**config.mk**
```make
export PLATFORM = sky130hd
export DESIGN_NAME = arm_decode_unit
export DESIGN_NICKNAME = d
export VERILOG_FILES = /design/src/rtl/arm_decode_unit.sv
export SDC_FILE = /design/constraint.sdc
export NUM_CORES = 1
export LEC_CHECK = 0
export ABC_AREA = 1
export CORE_ASPECT_RATIO = 0.75
export CORE_MARGIN = 4
export CORE_UTILIZATION = 39
export CTS_BUF_LIST = sky130_fd_sc_hd__clkbuf_4 sky130_fd_sc_hd__clkbuf_8 sky130_fd_sc_hd__clkbuf_16
export CTS_CLUSTER_DIAMETER = 100
export DETAILED_ROUTE_END_ITERATION = 7
export PLACE_DENSITY = 0.92
export SYNTH_ARGS = -nofsm -noshare
export SYNTH_HDL_FRONTEND = slang
export SYNTH_SLANG_ARGS = --single-unit
```
**constraint.sdc**
```tcl
create_clock -name clk -period 1.85 [get_ports clk]
set_clock_uncertainty 0.2 [all_clocks]
set_input_delay 0.185 -clock clk [delete_from_list [all_inputs] [get_ports clk]]
set_output_delay 0.185 -clock clk [all_outputs]
set_load 0.01 [all_outputs]
```
**src/rtl/arm_decode_unit.sv**
```systemverilog
// arm_decode_unit: instruction register, NZCV flags and valid bit feeding
// the microsequencer with a one-hot family vector and evaluated condition.
//
// Ports:
//   clk, rst           rising-edge clock, async active-high reset
//   ld_ir, ir_in       capture instruction word into IR (sets valid)
//   flush              invalidate IR; wins over a same-cycle ld_ir
//   flags_we, flags_in per-bit {N,Z,C,V} write enable and data
//   family_bits        one-hot instruction family, zero when invalid
//   COND               condition field passes against current flags
//   L, P, A            IR[20], IR[24], IR[21], zero when invalid
//   ir_out, flags_out  current IR and {N,Z,C,V}
//   ir_valid           IR holds a loaded, undispatched instruction
module arm_decode_unit (
    input  logic        clk,
    input  logic        rst,
    input  logic        ld_ir,
    input  logic [31:0] ir_in,
    input  logic        flush,
    input  logic [3:0]  flags_we,
    input  logic [3:0]  flags_in,
    output logic [15:0] family_bits,
    output logic        COND,
    output logic        L,
    output logic        P,
    output logic        A,
    output logic [31:0] ir_out,
    output logic [3:0]  flags_out,
    output logic        ir_valid
);

    logic [31:0] ir;
    logic [3:0]  flags;
    logic        valid;
    logic        n, z, c, v;
    logic        cond_pass;
    logic        psr_bx, mul, swp;
    logic [15:0] family;

    always_ff @(posedge clk or posedge rst) begin
        if (rst) begin
            ir    <= '0;
            flags <= '0;
            valid <= 1'b0;
        end else begin
            if (flush) begin
                valid <= 1'b0;
            end else if (ld_ir) begin
                ir    <= ir_in;
                valid <= 1'b1;
            end
            flags <= (flags & ~flags_we) | (flags_in & flags_we);
        end
    end

    assign {n, z, c, v} = flags;

    always_comb begin
        cond_pass = 1'b0;
        unique case (ir[31:28])
            4'h0: cond_pass = z;
            4'h1: cond_pass = !z;
            4'h2: cond_pass = c;
            4'h3: cond_pass = !c;
            4'h4: cond_pass = n;
            4'h5: cond_pass = !n;
            4'h6: cond_pass = v;
            4'h7: cond_pass = !v;
            4'h8: cond_pass = c && !z;
            4'h9: cond_pass = !c || z;
            4'hA: cond_pass = (n == v);
            4'hB: cond_pass = (n != v);
            4'hC: cond_pass = !z && (n == v);
            4'hD: cond_pass = z || (n != v);
            4'hE: cond_pass = 1'b1;
            4'hF: cond_pass = 1'b0;
        endcase
    end

    // PSR/BX lives in both the 000 and 001 classes, so it is tested
    // before the class split; the 25=0,7=1,4=1 exclusion hands swap
    // and halfword encodings to their own families.
    assign psr_bx = (ir[27:26] == 2'b00) && (ir[24:23] == 2'b10)
                 && !ir[20] && !(!ir[25] && ir[7] && ir[4]);
    assign mul = (ir[27:24] == 4'b0000) && (ir[7:4] == 4'b1001);
    assign swp = (ir[27:23] == 5'b00010) && (ir[21:20] == 2'b00)
              && (ir[11:4] == 8'b0000_1001);

    always_comb begin
        family = '0;
        if (!valid) begin
            family = '0;
        end else if (psr_bx) begin
            family[5] = 1'b1;
        end else begin
            unique case (ir[27:25])
                3'b000: begin
                    if (mul)                family[2] = 1'b1;
                    else if (swp)           family[3] = 1'b1;
                    else if (ir[7] && ir[4]) family[4] = 1'b1;
                    else if (ir[4])         family[1] = 1'b1;
                    else                    family[0] = 1'b1;
                end
                3'b001: family[6] = 1'b1;
                3'b010: family[7] = 1'b1;
                3'b011: begin
                    if (ir[4]) family[9] = 1'b1;
                    else       family[8] = 1'b1;
                end
                3'b100: family[10] = 1'b1;
                3'b101: family[11] = 1'b1;
                3'b110: family[12] = 1'b1;
                3'b111: begin
                    if (ir[24])     family[15] = 1'b1;
                    else if (ir[4]) family[14] = 1'b1;
                    else            family[13] = 1'b1;
                end
            endcase
        end
    end

    assign family_bits = family;
    assign COND        = valid && cond_pass;
    assign L           = valid && ir[20];
    assign P           = valid && ir[24];
    assign A           = valid && ir[21];
    assign ir_out      = ir;
    assign flags_out   = flags;
    assign ir_valid    = valid;

endmodule

```
== Yosys cells after proc, flatten, opt, wreduce, memory -nomap -nowiden ==
Index checks and enable logic that the tools add are counted.

* Register bits: 37
* Bits in latches: 0
* Memory bits (writable): 0
* Bits in read-only memories: 0
* Output and inout port bits: 57
* Word-level logic and storage cells: 94
* Memories: 0

* Add/sub/neg operators: 0
* Multipliers: 0
* Div/mod/pow operators: 0
* Magnitude comparators: 0
* Equality and inequality tests: 28
* Shift-type cells: 0
* Multiplexer cells: 27
* Bitwise gates (word level): 5
* Reductions and logical operators: 31

{| class="wikitable"
|+ Operators by type and width
! operator !! count
|-
| 4-bit == test, second input constant || 9
|-
| 4-bit by 3-bit == test with 1-bit output, second input constant || 4
|-
| 16-bit two-way mux || 1
|-
| 1-bit one-hot mux with 16 select lines || 1
|-
| 1-bit logical AND || 15
|-
| 1-bit two-way mux || 15
|-
| 3-bit == test, second input constant || 4
|-
| 2-bit two-way mux || 6
|-
| 10-bit two-way mux || 1
|-
| 5-bit two-way mux || 2
|-
| 4-bit bitwise AND || 2
|-
| 4-bit by 2-bit == test with 1-bit output, second input constant || 2
|-
| 8-bit by 4-bit == test with 1-bit output, second input constant || 1
|-
| 4-bit logical NOT || 2
|-
| 1-bit logical NOT || 7
|-
| 3-bit by 2-bit == test with 1-bit output, second input constant || 2
|-
| 5-bit by 2-bit == test with 1-bit output, second input constant || 1
|-
| 4-bit by 1-bit == test with 1-bit output, second input constant || 1
|-
| 2-bit logical NOT || 2
|-
| 4-bit NOT || 1
|-
| 4-bit bitwise OR || 1
|-
| 3-bit by 1-bit == test with 1-bit output, second input constant || 1
|-
| 3-bit logical NOT || 1
|-
| 3-bit two-way mux || 1
|-
| other kinds (7) || 8
|}

== Longest topological paths before layout ==
* Word-level depth: 8
* Depth in mapped cells: 9

== Worst setup path after synthesis ==
No wires, ideal clock.

* Path kind: flip-flop to output port
* From: reg valid, in the netlist ir_valid
* To: out family_bits[5]
* Data arrival time: 1177 ps
* Required time: 1465 ps
* Setup slack: 288 ps
* Stages on the path, launching flop included: 4
* Cell sequence: dfrtp_1 -> clkbuf_1 -> inv_1 -> nor4_1

* Longest elaborated chain between the ends: 1

{| class="wikitable"
|+ RTL lines
! element !! line !! source
|-
| from (decl) || 34 || <nowiki>logic valid;</nowiki>
|-
| from (signal assigned) || 44 || <nowiki>valid <= 1'b0;</nowiki>
|-
| from (signal assigned) || 47 || <nowiki>valid <= 1'b0;</nowiki>
|-
| from (signal assigned) || 50 || <nowiki>valid <= 1'b1;</nowiki>
|-
| 16-bit two-way mux || 91 || <nowiki>if (!valid) begin</nowiki>
|-
| to (decl) || 22 || <nowiki>output logic [15:0] family_bits,</nowiki>
|}

No other way between the ends.

== Worst setup path in the final report ==
* From: reg ir[25], in the netlist ir_out[25]
* To: out family_bits[0]

* Longest elaborated chain between the ends: 8

{| class="wikitable"
|+ RTL lines
! element !! line !! source
|-
| from (decl) || 32 || <nowiki>logic [31:0] ir;</nowiki>
|-
| from (signal assigned) || 49 || <nowiki>ir <= ir_in;</nowiki>
|-
| 5-bit by 2-bit == test with 1-bit output || 86 || <nowiki>assign swp = (ir[27:23] == 5'b00010) && (ir[21:20] == 2'b00)</nowiki>
|-
| 1-bit logical AND || 86 ||
|-
| 1-bit logical AND || 87 || <nowiki>&& (ir[11:4] == 8'b0000_1001);</nowiki>
|-
| 2-bit two-way mux || 99 || <nowiki>else if (swp) family[3] = 1'b1;</nowiki>
|-
| 2-bit two-way mux || 98 || <nowiki>if (mul) family[2] = 1'b1;</nowiki>
|-
| 5-bit two-way mux || 96 || <nowiki>unique case (ir[27:25])</nowiki>
|-
| 5-bit two-way mux * || 93 || <nowiki>end else if (psr_bx) begin</nowiki>
|-
| 16-bit two-way mux * || 91 ||
|}

Mark *: on every way between the ends. The rest lies on a longest branch, timed or not.

==> results.md <==
Floorplan:
- The die covers 6080 µm².
- The number of I/O pins is 101.
- The region available for standard cell placement spans 4598 µm².
- The die is 88.72 µm wide.
- For this configuration, the core starts out at a cell density of 41.44%.
- The vertical extent of the die is 68.54 µm.
- The floorplan has 21 rows.

STA:
- For the pin with the worst max-slew slack, the measured transition is 283.5 ps.
- The number of setup violations in the final report is 7.
- The count of final max-slew check failures is 0.
- Setup repair after global routing could not meet its margin everywhere.
- The highest clock rate is between 500 and 600 MHz.
- After layout, the worst path uses 103.0% of the clock period.
- In the post-route analysis, the smallest setup slack over all paths is -55.80 ps.
- The worst path in the final design needs a cycle of 1906 ps, including I/O delays and setup.
- The worst pin sits at a relative slew slack of 80.94%.
- The final count of hold timing violations was 0.

Clock network:
- The CTS tree is done.
- Clock tree synthesis selected as its root buffer the cell clkbuf_8.
- The clock transition at the registers of the reported paths is 70 ps.
- Counting every sink on the clock net gives 37.
- After clock tree synthesis, the flow added hold-fix buffers numbering 0.
- Buffers inserted during clock tree synthesis total 5.
- The later pin in the worst-skew pair is clocked with a latency of around 280 ps.
- In this run the number of H-tree levels came out at 2.
- The maximum number of buffers from clock root to sink is 2.

Global routing:
- Global routing used 19.25% of the available tracks across all layers.
- Entering global routing, the biggest net connects 38 pins.
- The via count of the first global-routing pass is 1969.
- For this run the aggregate overflow at the end of global routing stands at 0.
- The first global-routing pass estimated 8.921 mm of wire.
- The number of antenna violations at the first check in global routing is 0.

Logic synthesis:
- Of the total synthesized cell area, the portion taken by full adders, half adders and majority gates is 0%.
- Of the post-synthesis cell area, the part taken by muxes is 15.76%.
- Each instance of the synthesized netlist takes up on average between 9 and 10 µm².
- The complex-gate fraction of the synthesized area is 5.581%.
- Sequential elements use 48.59% of the synthesized area.
- After synthesis, the largest family of logic cells by area is simple AND/OR/NAND/NOR gates.
- By area the synthesized netlist is led by dfrtp_1, mux2_4, nand2_1, nor2_1, inv_1.
- The flip-flop and latch count after synthesis is 37.
- After synthesis the cells add up to 1906 µm².
- The netlist uses 20 different library cells.
- Of the total synthesized cell area, the portion taken by XOR and XNOR cells is 0%.
- The total nets after synthesis is ~250.
- After Yosys synthesis, and, or, nand and nor cells account for 22.13% of the synthesized area.
- The top cell type by area accounts for between 40% and 50% of the synthesized area.
- For this run, the number of Yosys warnings is 0.
- The biggest area contributor in the post-synthesis netlist is dfrtp_1.
- The synthesized netlist cell count is 209.

Placement:
- The congestion estimate from routability-driven global placement came to between 0.9 and 1.
- Before CTS, the worst setup slack after placement is -169.1 ps.
- The number of buffer cells added on primary ports is 100.
- The post-DP HPWL is roughly 4.4 mm.
- The area of placed instances is ~3200 µm².

Cells and area:
- The number of antenna repair diodes is 0.
- Fill cells in the final layout number 356.
- The final instance area is 3353 µm².
- The area taken by multi-input logic gates is 939.7 µm².
- The number of nets at the end of the flow is 391.
- The sequential cell area is ~930 µm².
- The area growth from synthesis to layout is 75.97%.
- The share of final-layout standard cells stronger than drive strength 1 is 33.91%.

Hold path:
- The path class of the lowest-slack min-delay path is input port to async pin.

Power:
- The clock group share of total power is 22.1%.
- The leakage power total is 1.649 nW.
- The net switching power is 0.7498 mW.
- The internal power of the cells is around 1.7 mW.
- The proportion of power drawn by combinational gates is 37.0%.
- The switching power as a share of total power is 30.16%.
- For this design the ratio of total power to cell area is 741.4 nW/µm².
- The worst voltage drop across the vdd grid is 0.6555 mV.
- The sequential share of power is 40.9%.

Setup path:
- The type of the setup path with the least slack is flop to primary output.
- For the worst setup path, the data arrival time is approximately 1500 ps.
- The critical path capture point type is a primary output.
- STA classifies the critical path startpoint as a flop.
- The required time of the critical path is between 1000 and 1500 ps.
- Along the worst path, the maximum fanout reaches 3.

Run:
- Across the run, the number of max-cap violations was 0.

Drt:
- For this block, the initial DRC count from the detailed router was 93.
- The routed wire length is between 5 and 6 mm.
- The remaining number of nets flagged by the antenna check after routing is 0.
- The post-route DRC violation count is 0.
- Dividing the detail-routed wire length by the instance count gives approximately 15 µm.
- The first detailed-routing pass ran for 4 iterations.
- The number of vias after detailed routing is 1959.
- After detailed routing, the number of vias per cell comes to 4.837.

Run status:
- The final reports fail on negative setup slack.
- The run finished, with violations left.
## layout make-up
cell class | instances | share of cell area [%]
Clock buffer | 6 | 2.276
Clock inverter | 2 | 0.2985
Inverter | 23 | 2.575
Multi-Input combinational cell | 143 | 28.02
Sequential cell | 37 | 27.76
Tap cell | 57 | 2.127
Timing Repair Buffer | 137 | 36.94
## power groups by stage
stage	logic, mW	registers [mW]	clock network [mW]
2_1_floorplan	0.295	1.07	0
3_3_place_gp	0.859	1.01	0
3_5_place_dp	0.875	1.01	0
4_1_cts	0.881	1.01	0.569
5_1_grt	0.994	1.03	0.608
6_report	0.920	1.02	0.550
## synthesized netlist by cell type (all sizes together)
cell / count
nand2: 45
dfrtp: 37
nor2: 34
inv: 23
mux2: 21
a21oi: 12
nor3: 8
nand3: 7
o21ai: 6
nor4: 5
buf: 4
clkbuf: 2
nand4: 2
o211ai: 1
o2bb2ai: 1
or2: 1
## metal layers
metal | up-vias | global-route usage [%] | part of all wire [%]
met1 | 907 | 22.31 | 38
met4 | 0 | 3.396 | 0.54
met5 | - | 0 | 0
met3 | 4 | 8.670 | 11
li1 | 954 | - | -
met2 | 94 | 33.43 | 50
## logic make-up after synthesis
family	after synthesis
compound gates	20
buf+inv	29
flops	37
mux	21
simple gates	102
## cell usage in the layout (no fill, tap or decap), drive strengths merged
| cell | synthesis | layout |
|---|---|---|
| nor2 | 34 | 34 |
| clkinv | 0 | 2 |
| a21oi | 12 | 12 |
| mux2 | 21 | 21 |
| o21ai | 6 | 6 |
| dlygate4sd2 | 0 | 4 |
| inv | 23 | 23 |
| clkbuf | 2 | 13 |
| nor3 | 8 | 8 |
| clkdlybuf4s50 | 0 | 79 |
| or2 | 1 | 1 |
| nand4 | 2 | 2 |
| nand3 | 7 | 7 |
| dfrtp | 37 | 37 |
| buf | 4 | 45 |
| dlymetal6s2s | 0 | 2 |
| o2bb2ai | 1 | 1 |
| nor4 | 5 | 5 |
| nand2 | 45 | 45 |
| o211ai | 1 | 1 |
## what timing repair did
| item | CTS | global route |
|---|---|---|
| pin swaps | 2 | 10 |
| endpoints found under the setup margin | 18 | 16 |
| resized for setup | 54 | 48 |
| buffers inserted | 1 | 6 |
## critical path, stage by stage (launching register included)
cell	delay, ps
dfrtp_1	420
o21ai_2	210
nor3_2	80
nor2_1	120
nand3_2	130
nor2_1	130
clkbuf_2	150
## worst paths after layout
kind / startpoint / cells past startpoint / slack (ps) / endpoint
setup / recovery: ir_out[25] / 6 / -60 / family_bits[0]
hold reg to reg: ir_out[22] / 1 / 310 / ir_out[22]
min in group clk: flush / 2 / 250 / ir_valid
max in group asynchronous: rst / 3 / 1180 / ir_out[30]
setup reg to reg: ir_out[29] / 4 / 640 / ir_out[29]
hold / removal: rst / 3 / 70 / async pin
## through the flow
step	total power, mW	setup TNS (ps)	hold slack, ps	utilization (%)	cells
2_1_floorplan	1.365	0	48.14	-	209
3_3_place_gp	1.867	-553.2	288.6	68.79	390
3_5_place_dp	1.888	-917.9	290.2	68.79	390
4_1_cts	2.457	-621.3	69.25	70.97	399
5_1_grt	2.635	-977.2	84.04	72.93	405
6_report	2.486	-264.9	65.97	72.93	405
(Power assumes the default switching activity.)
